--- src/rtl/add_p3_pkg.sv ---
// Shared FPU definitions for the add pipeline's stage-3 normalizer:
// field widths, special exponents, skid-buffer occupancy states and the entry layout.
package add_p3_pkg;
    localparam int EXP_W  = 8;
    localparam int MANT_W = 24;

    localparam logic [EXP_W-1:0] EXP_ZERO    = 8'h00;
    localparam logic [EXP_W-1:0] EXP_MAX_FIN = 8'hFE;
    localparam logic [EXP_W-1:0] EXP_INF     = 8'hFF;

    typedef enum logic [1:0] {
        ST_EMPTY = 2'd0,
        ST_ONE   = 2'd1,
        ST_TWO   = 2'd2
    } occ_state_t;

    typedef struct packed {
        logic              sign;
        logic [EXP_W-1:0]  exp;
        logic [EXP_W-1:0]  lzc;
        logic [MANT_W-1:0] mant;
    } entry_t;
endpackage

--- src/rtl/add_p3_lzc24.sv ---
// Combinational leading-zero counter over a 24-bit mantissa; returns 24 for an all-zero input.
module lzc24 (
    input  logic [23:0] i_data,
    output logic [4:0]  o_count
);
    // Scanning upward lets the highest set bit have the final say.
    always_comb begin
        o_count = 5'd24;
        for (int i = 0; i < 24; i++) begin
            if (i_data[i]) o_count = 5'(23 - i);
        end
    end
endmodule

--- src/rtl/add_p3.sv ---
// Adder stage 3: normalizes the raw mantissa sum and queues results in a 2-entry skid buffer.
// Optional round-to-nearest-even is enabled by defining ADD_P3_ROUND_EN (truncation otherwise).
module add_p3
    import add_p3_pkg::*;
(
    input  logic              clk,
    input  logic              rst,
    input  logic              in_valid,
    output logic              in_ready,
    input  logic [24:0]       sum_mant_s3,
    input  logic [EXP_W-1:0]  exp_large_s3,
    input  logic              sign_s3,
    input  logic [1:0]        grs_s3,
    output logic              out_valid,
    input  logic              out_ready,
    output logic [EXP_W-1:0]  exp_large_out_s4,
    output logic [EXP_W-1:0]  leading_zero_ctr,
    output logic [MANT_W-1:0] left_shifted_mant,
    output logic              sign_out_s4
);
    logic [4:0] w_z;
    logic [4:0] w_shift;
    entry_t     w_norm;
    entry_t     w_entry;

    lzc24 u_lzc (
        .i_data  (sum_mant_s3[23:0]),
        .o_count (w_z)
    );

    // Denormal clamp: never shift further than the exponent can absorb.
    assign w_shift = ({3'b000, w_z} < exp_large_s3) ? w_z : exp_large_s3[4:0];

    always_comb begin
        w_norm = '0;
        if (sum_mant_s3[24]) begin
            w_norm.sign = sign_s3;
            if (exp_large_s3 == EXP_MAX_FIN) begin
                w_norm.exp = EXP_INF;
            end else begin
                w_norm.exp  = exp_large_s3 + 8'd1;
                w_norm.mant = sum_mant_s3[24:1];
            end
        end else if (sum_mant_s3[23:0] != '0) begin
            w_norm.sign = sign_s3;
            w_norm.exp  = exp_large_s3;
            w_norm.lzc  = {3'b000, w_shift};
            w_norm.mant = sum_mant_s3[23:0] << w_shift;
        end
    end

`ifdef ADD_P3_ROUND_EN
    logic          w_r;
    logic          w_st;
    logic [MANT_W:0] w_inc;

    always_comb begin
        w_entry = w_norm;
        w_r     = 1'b0;
        w_st    = 1'b0;
        if (sum_mant_s3[24] && exp_large_s3 != EXP_MAX_FIN) begin
            w_r  = sum_mant_s3[0];
            w_st = |grs_s3;
        end else if (!sum_mant_s3[24] && sum_mant_s3[23:0] != '0) begin
            if (w_z == 5'd0) begin
                w_r  = grs_s3[1];
                w_st = grs_s3[0];
            end else if (w_shift == 5'd1) begin
                w_entry.mant[0] = grs_s3[1];
            end
        end
        w_inc = {1'b0, w_entry.mant} + 25'd1;
        if (w_r && (w_st || w_entry.mant[0])) begin
            if (w_inc[MANT_W]) begin
                w_entry.mant = 24'h800000;
                w_entry.exp  = w_entry.exp + 8'd1;
            end else begin
                w_entry.mant = w_inc[MANT_W-1:0];
            end
        end
    end
`else
    logic w_unused_grs;
    assign w_unused_grs = ^grs_s3;
    assign w_entry      = w_norm;
`endif

    occ_state_t r_state;
    occ_state_t w_state_next;
    entry_t     r_head;
    entry_t     r_tail;
    logic       r_in_ready;
    logic       w_in_xfer;
    logic       w_out_xfer;

    assign w_in_xfer  = in_valid && r_in_ready;
    assign w_out_xfer = (r_state != ST_EMPTY) && out_ready;

    always_comb begin
        w_state_next = r_state;
        case (r_state)
            ST_EMPTY: if (w_in_xfer) w_state_next = ST_ONE;
            ST_ONE: begin
                if (w_in_xfer && !w_out_xfer)      w_state_next = ST_TWO;
                else if (!w_in_xfer && w_out_xfer) w_state_next = ST_EMPTY;
            end
            ST_TWO:   if (w_out_xfer) w_state_next = ST_ONE;
            default:  w_state_next = ST_EMPTY;
        endcase
    end

    // Head always drives the outputs; the tail only fills while the head is stalled.
    always_ff @(posedge clk or posedge rst) begin
        if (rst) begin
            r_state    <= ST_EMPTY;
            r_head     <= '0;
            r_tail     <= '0;
            r_in_ready <= 1'b0;
        end else begin
            r_state    <= w_state_next;
            r_in_ready <= (w_state_next != ST_TWO);
            case (r_state)
                ST_EMPTY: if (w_in_xfer) r_head <= w_entry;
                ST_ONE: begin
                    if (w_in_xfer && w_out_xfer) r_head <= w_entry;
                    else if (w_in_xfer)          r_tail <= w_entry;
                end
                ST_TWO:   if (w_out_xfer) r_head <= r_tail;
                default:  ;
            endcase
        end
    end

    assign in_ready          = r_in_ready;
    assign out_valid         = (r_state != ST_EMPTY);
    assign sign_out_s4       = r_head.sign;
    assign exp_large_out_s4  = r_head.exp;
    assign leading_zero_ctr  = r_head.lzc;
    assign left_shifted_mant = r_head.mant;
endmodule

--- config.mk ---
export PLATFORM = sky130hd
export DESIGN_NAME = add_p3
export DESIGN_NICKNAME = d
export VERILOG_FILES = /design/src/rtl/add_p3_pkg.sv /design/src/rtl/add_p3_lzc24.sv /design/src/rtl/add_p3.sv
export SDC_FILE = /design/constraint.sdc
export NUM_CORES = 1
export LEC_CHECK = 0
export CAP_MARGIN = 20
export CORE_MARGIN = 3
export CORE_UTILIZATION = 40
export CTS_BUF_LIST = sky130_fd_sc_hd__clkbuf_4 sky130_fd_sc_hd__clkbuf_8
export DETAILED_ROUTE_END_ITERATION = 6
export PLACE_DENSITY = 0.6
export RECOVER_POWER = 25
export REMOVE_ABC_BUFFERS = 1
export SETUP_SLACK_MARGIN = 0.15
export SYNTH_ARGS = -nofsm -noshare
export SYNTH_HDL_FRONTEND = slang
export SYNTH_SLANG_ARGS = --single-unit
--- constraint.sdc ---
create_clock -name clk -period 3.4 [get_ports clk]
set_input_delay 0.51 -clock clk [delete_from_list [all_inputs] [get_ports clk]]
set_output_delay 0.51 -clock clk [all_outputs]
set_load 0.01 [all_outputs]
**After elaboration in Yosys (flattened, before gate mapping)**

Cells that the tools add are included.

- Add/subtract/negate cells: 1
- Magnitude comparators: 1
- Equality and inequality tests: 7
- Shifts and indexed selects: 1
- Muxes and demuxes: 40
- Bitwise gates (word level): 1
- Reduce and logical (&&, ||, !) cells: 13

Operators by type and width:

| operator | number |
|---|---|
| 41-bit 2-to-1 mux | 4 |
| 41-bit case mux with 3 select lines | 1 |
| 5-bit 2-to-1 mux | 17 |
| 24-bit 2-to-1 mux | 2 |
| 4-bit 2-to-1 mux | 8 |
| 24-bit nonzero test | 1 |
| 24-bit by 5-bit left shift with 24-bit output | 1 |
| 8-bit 2-to-1 mux | 2 |
| 9-bit 2-to-1 mux | 1 |
| 8-bit by 1-bit adder with 8-bit output, second input constant | 1 |
| 8-bit == test, second input constant | 1 |
| 5-bit by 8-bit less-than comparator with 1-bit output | 1 |
| 2-bit 2-to-1 mux | 4 |
| 2-bit != test, second input constant | 4 |
| 2-bit case mux with 3 select lines | 1 |
| 1-bit logical AND | 5 |
| 4-bit AND reduction | 1 |
| 3-bit AND reduction | 1 |
| 3-bit nonzero test | 1 |
| 2-bit by 1-bit == test with 1-bit output, second input constant | 1 |
| 2-bit == test, second input constant | 1 |
| 1-bit zero test | 2 |
| 2-bit zero test | 1 |
| 2-bit nonzero test | 1 |
| 1-bit NOT | 1 |

- Register bits: 85
- Input port bits: 40
- Output and inout bits: 43
- Logic and storage cells: 74

**Depth between registers and ports, before layout**

- Depth after elaboration: 31
- Gate-level depth with buffers: 19
- Depth with buffers taken out: 15

**Cells and area by module**

From an unflattened synthesis, not the netlist that was laid out.

- Cell total of the unflattened synthesis: 732
- Area, all modules: 5690.5 um2

By module, submodules not included:

| module | times used | cells each | area an instance (um2) | seq. area each (um2) |
|---|---|---|---|---|
| add_p3 | 1 | 684 | 5425.2 | 1976.9 |
| lzc24 | 1 | 48 | 265.3 | 0.0 |

**Least setup slack after synthesis**

Ideal clock, no wire load.

- Kind: input-to-reg
- Start point: in sum_mant_s3[4]
- End point: reg r_head, in the netlist left_shifted_mant[13]
- Library setup time: 0.126 ns
- Arrival time: 4.155 ns
- Data required time: 3.274 ns
- Setup slack: -0.881 ns
- Stages: 16
- Buffers on the path: 2
- Cells stage by stage: buf_6 or4_1 nand2b_1 a21oi_1 ha_1 nor2b_1 a311oi_2 nor3_1 a41o_1 a21oi_1 buf_4 mux2i_1 a22oi_1 a211o_1 a211oi_1 o21ai_1

- Word-level cells in the longest chain between the ends: 27
- Elaborated cells on any way between the ends: 29
- Classes of those cells: order compare (1); shift (1); mux (26); reduce/logical (1)

RTL lines:

| item | RTL line | text |
|---|---|---|
| start: declaration | add_p3.sv:10 | `input logic [24:0] sum_mant_s3,` |
| 4-bit 2-to-1 mux (4 in a row) | add_p3_lzc24.sv:10 | `if (i_data[i]) o_count = 5'(23 - i);` |
| 5-bit 2-to-1 mux (16 in a row) | add_p3_lzc24.sv:10 |  |
| 5-bit by 8-bit less-than comparator with 1-bit output | add_p3.sv:32 | `assign w_shift = ({3'b000, w_z} < exp_large_s3) ? w_z : exp_large_s3[4:0];` |
| 5-bit 2-to-1 mux | add_p3.sv:32 |  |
| 24-bit by 5-bit left shift with 24-bit output | add_p3.sv:48 | `w_norm.mant = sum_mant_s3[23:0] << w_shift;` |
| 41-bit 2-to-1 mux (*) | add_p3.sv:44 | `end else if (sum_mant_s3[23:0] != '0) begin` |
| 24-bit 2-to-1 mux (*) | add_p3.sv:36 | `if (sum_mant_s3[24]) begin` |
| 41-bit 2-to-1 mux, on equally long branches | add_p3.sv:125, add_p3.sv:123 |  |
| 41-bit case mux with 3 select lines (*) | add_p3.sv:122 | `case (r_state)` |
| end signal: assignment | add_p3.sv:123 | `ST_EMPTY: if (w_in_xfer) r_head <= w_entry;` |
| end signal: assignment | add_p3.sv:125 | `if (w_in_xfer && w_out_xfer) r_head <= w_entry;` |
| end signal: assignment | add_p3.sv:128 | `ST_TWO: if (w_out_xfer) r_head <= r_tail;` |
| end: declaration | add_p3.sv:90 | `entry_t r_head;` |

Every way passes the cells marked *; elsewhere a longest branch is shown, timed or not. The select of a mux whose other input is x is not followed.
A chain may end at the register's enable or synchronous reset.

**Worst setup path in the final report**

- Start point: in sum_mant_s3[5]
- End point: reg r_tail[20] (netlist name)

- Word-level cells in the longest chain between the ends: 24
- Elaborated cells on any way between the ends: 25
- Classes of those cells: order compare (1); shift (1); mux (22); reduce/logical (1)

RTL lines:

| item | RTL line | text |
|---|---|---|
| 4-bit 2-to-1 mux (3 in a row) | add_p3_lzc24.sv:10 |  |
| 5-bit 2-to-1 mux (16 in a row) | add_p3_lzc24.sv:10 |  |
| 5-bit by 8-bit less-than comparator with 1-bit output | add_p3.sv:32 |  |
| 5-bit 2-to-1 mux | add_p3.sv:32 |  |
| 24-bit by 5-bit left shift with 24-bit output | add_p3.sv:48 |  |
| 41-bit 2-to-1 mux (*) | add_p3.sv:44 |  |
| 24-bit 2-to-1 mux (*) | add_p3.sv:36 |  |
| end signal: assignment | add_p3.sv:126 | `else if (w_in_xfer) r_tail <= w_entry;` |
| end: declaration | add_p3.sv:91 | `entry_t r_tail;` |

Every way passes the cells marked *; elsewhere a longest branch is shown, timed or not.

==> out/summary.txt <==
# setup viols final - 49
Highest-count cells in the layout ignoring fill and taps - 193 x buf_4, 85 x nand2_1, 79 x dfrtp_1
WL per Instance - 21.3 um
Flops & latches, synth - 79
Status - complete, but fails checks
Max-Cap Viols - 1
GRT Total Usage - 30.7%
Vias per Instance - 5.90
Clock-pin slew on the worst setup and hold paths - 90 ps
Most common flop cell mapped by yosys - dfrtp_1
Final HPWL DP - 17.5 mm
Met1 usage in global routing - 41.7%
Share of layout cells above drive strength 1 - 43.4%
Max Fclk - 0.253 GHz
Die span in y - 127 um
Fin area - 9770 sq um
Worst-Margin Slew - 1870 ps
H-tree level count - 3
Gpl congestion - 0.967
TritonCTS clock tree - done
Yosys cell types - 76
Synthesis Warnings - 0
Post-synth EDFFs - 0
Cell area power density - 468 nW/um^2
Grt met2 use - 49.8%
Area growth, synth to finish - 68.0%
Final min period - 3950 ps
Final WS setup - -553 ps
Row count - 43
Pins Over Slew Limit - 39
GRT overflow - 0
Nets@finish - 1032
Core area - 14000 sq um
Clock Skew - 15.7 ps
Post-Route WL - 25.0 mm
Fin Hold WS - 482 ps
Placed inst area - 7990 sq um
Tcrit/Tclk final - 116%
Residual DRC - 0
Busiest layer in global routing - met2
Die Wd - 127 um
I/O pins - 83
Antenna Nets Post-Route - 0
Root Driver - clkbuf_8
Endpoint class of the critical path - register
Failing checks - max-capacitance violations, max-slew violations, negative setup slack
Initial antenna violation count - 0
HP Class - reg -> reg
Final core occ - 69.6%
N_diodes - 0
Crit-path max FO - 5
Max IR drop VDD - 0.000367 V
Crit path DAT - 4200 ps
Sequential share of the synthesized area - 34.0%
Clock Tree Buf Depth - 2
Initial DRC count - 625
Leading cell type in the layout, fill and taps excluded - buf_4
Met3 Use GR - 6.23%
First-pass GRT wire length - 38.3 mm
Avg Cell Area, Syn - 8.16 sq um
Sink Count - 79
Cell count after synthesis - 713
Initial Utilization - 41.4%
Final Hold Vio Count - 0
DR pass1 iterations - 5
Setup CP Type - in -> reg
Fin Setup TNS - -18180 ps
Cts bufs inserted - 9
Leakage power - 4.36 nW
Cell area after synthesis - 5820 sq um
Cts hold-fix bufs - 0
Buffers on Ports - 77
Max_slew headroom - -25.1%
Worst skew pair latency - 390 ps
Die area - 16000 sq um
Largest net degree at the start of global routing - 42
Startpoint types - primary input
Total number of vias - 6913
Unrepaired setup endpoints after global routing - true
Critical Path RT - 3650 ps
Post-synthesis async set-or-reset flop share - 100%
Vias in the first global route - 6770
power by group:
| part | switching [W] | total (W) | internal, W |
|---|---|---|---|
| clock | 0.000401 | 0.000747 | 0.000345 |
| combinational | 0.00112 | 0.00225 | 0.00113 |
| sequential | 0.000227 | 0.00157 | 0.00134 |
| total | 0.00175 | 0.00457 | 0.00282 |
synth_stat cells, drive strengths merged (12+ instances only):
cell type	count	share of area, %
inv	16	1.0
mux2i	61	11
a31oi	12	1.3
buf	21	2.3
clkbuf	40	2.6
dfrtp	79	34
nor3	17	1.5
nor2	67	4.4
o21ai	82	7.1
nor4	12	1.5
a21oi	50	4.4
nand2	90	5.9
nand3	14	1.3
worst paths after layout:
| path | depth (start not counted) | slack, ps | start | to |
|---|---|---|---|---|
| worst max register to register | 7 | 880 | r_state[0] | left_shifted_mant[7] |
| worst max-delay path | 18 | -550 | sum_mant_s3[5] | r_tail[20] |
| worst min-delay path | 1 | 480 | left_shifted_mant[7] | left_shifted_mant[7] |
| worst min register to register | 1 | 480 | left_shifted_mant[7] | left_shifted_mant[7] |
| max in group asynchronous | 3 | 1470 | rst | r_tail[39] |
| min in group asynchronous | 2 | 1050 | rst | r_state[0] |
sequential cells by signal, summed over array words and instances (netlist names):
| register | count |
|---|---|
| r_tail | 38 |
| leading_zero_ctr | 5 |
| left_shifted_mant | 24 |
| exp_large_out_s4 | 8 |
| in_ready | 1 |
| r_state | 2 |
| sign_out_s4 | 1 |
per-layer routing:
layer / vias to the layer above / share of wire, %
li1: 3191 / -
met1: 3396 / 44
met2: 285 / 48
met3: 41 / 6.8
met4: 0 / 2.0
met5: - / 0
worst max-delay path: stages:
cell and delay (ps):
buf_6 100, or4_4 530, nand2b_4 180, a21oi_4 180
ha_4 220, nor2b_4 120, a311oi_2 300, buf_4 170
nor3_2 40, a41o_1 260, a21oi_4 280, buf_6 150
buf_6 120, mux2i_4 260, mux2i_2 130, mux2_4 280
o211ai_1 260, a31oi_1 130
cells by family (layout without fill, tap and decap cells):
| kind of cell | Yosys count | count (layout) | synth area share [%] |
|---|---|---|---|
| adders and majority gates | 4 | 4 | 0.860 |
| other | 1 | 3 | 0.0645 |
| and+or+nand+nor | 234 | 234 | 18.4 |
| xor gates and xnor gates | 1 | 1 | 0.280 |
| AOI/OAI and AO/OA | 250 | 250 | 28.6 |
| muxes | 67 | 67 | 11.9 |
| DFF | 79 | 79 | 34.0 |
| buffers and inverters | 77 | 354 | 5.92 |
through the flow:
stage,instances,total power (W),worst slack [ps]
after floorplan,654,0.00242,-2300
after global placement,1090,0.00340,-1470
after detailed placement,1090,0.00347,-1550
after CTS,1141,0.00441,-421
after global routing,1172,0.00484,-628
final,1172,0.00457,-553
cell type report:
class	instances	area (sq um)
multi-input combinational	559	4420
fill	1090	4270
timing repair buffer	323	2900
sequential	79	1980
tap	180	225
clock buffer	10	131
inverter	16	63.8
clock inverter	5	58.8
timing repair:
action / 4_1_cts / 5_1_grt
buffers inserted: 35 / 30
pin swaps: 67 / 56
hold endpoints to repair: 0 / 0
endpoints found under the setup margin: 58 / 56
resized for setup: 233 / 93
gates cloned: 1 / 0
(Power assumes the default switching activity.)
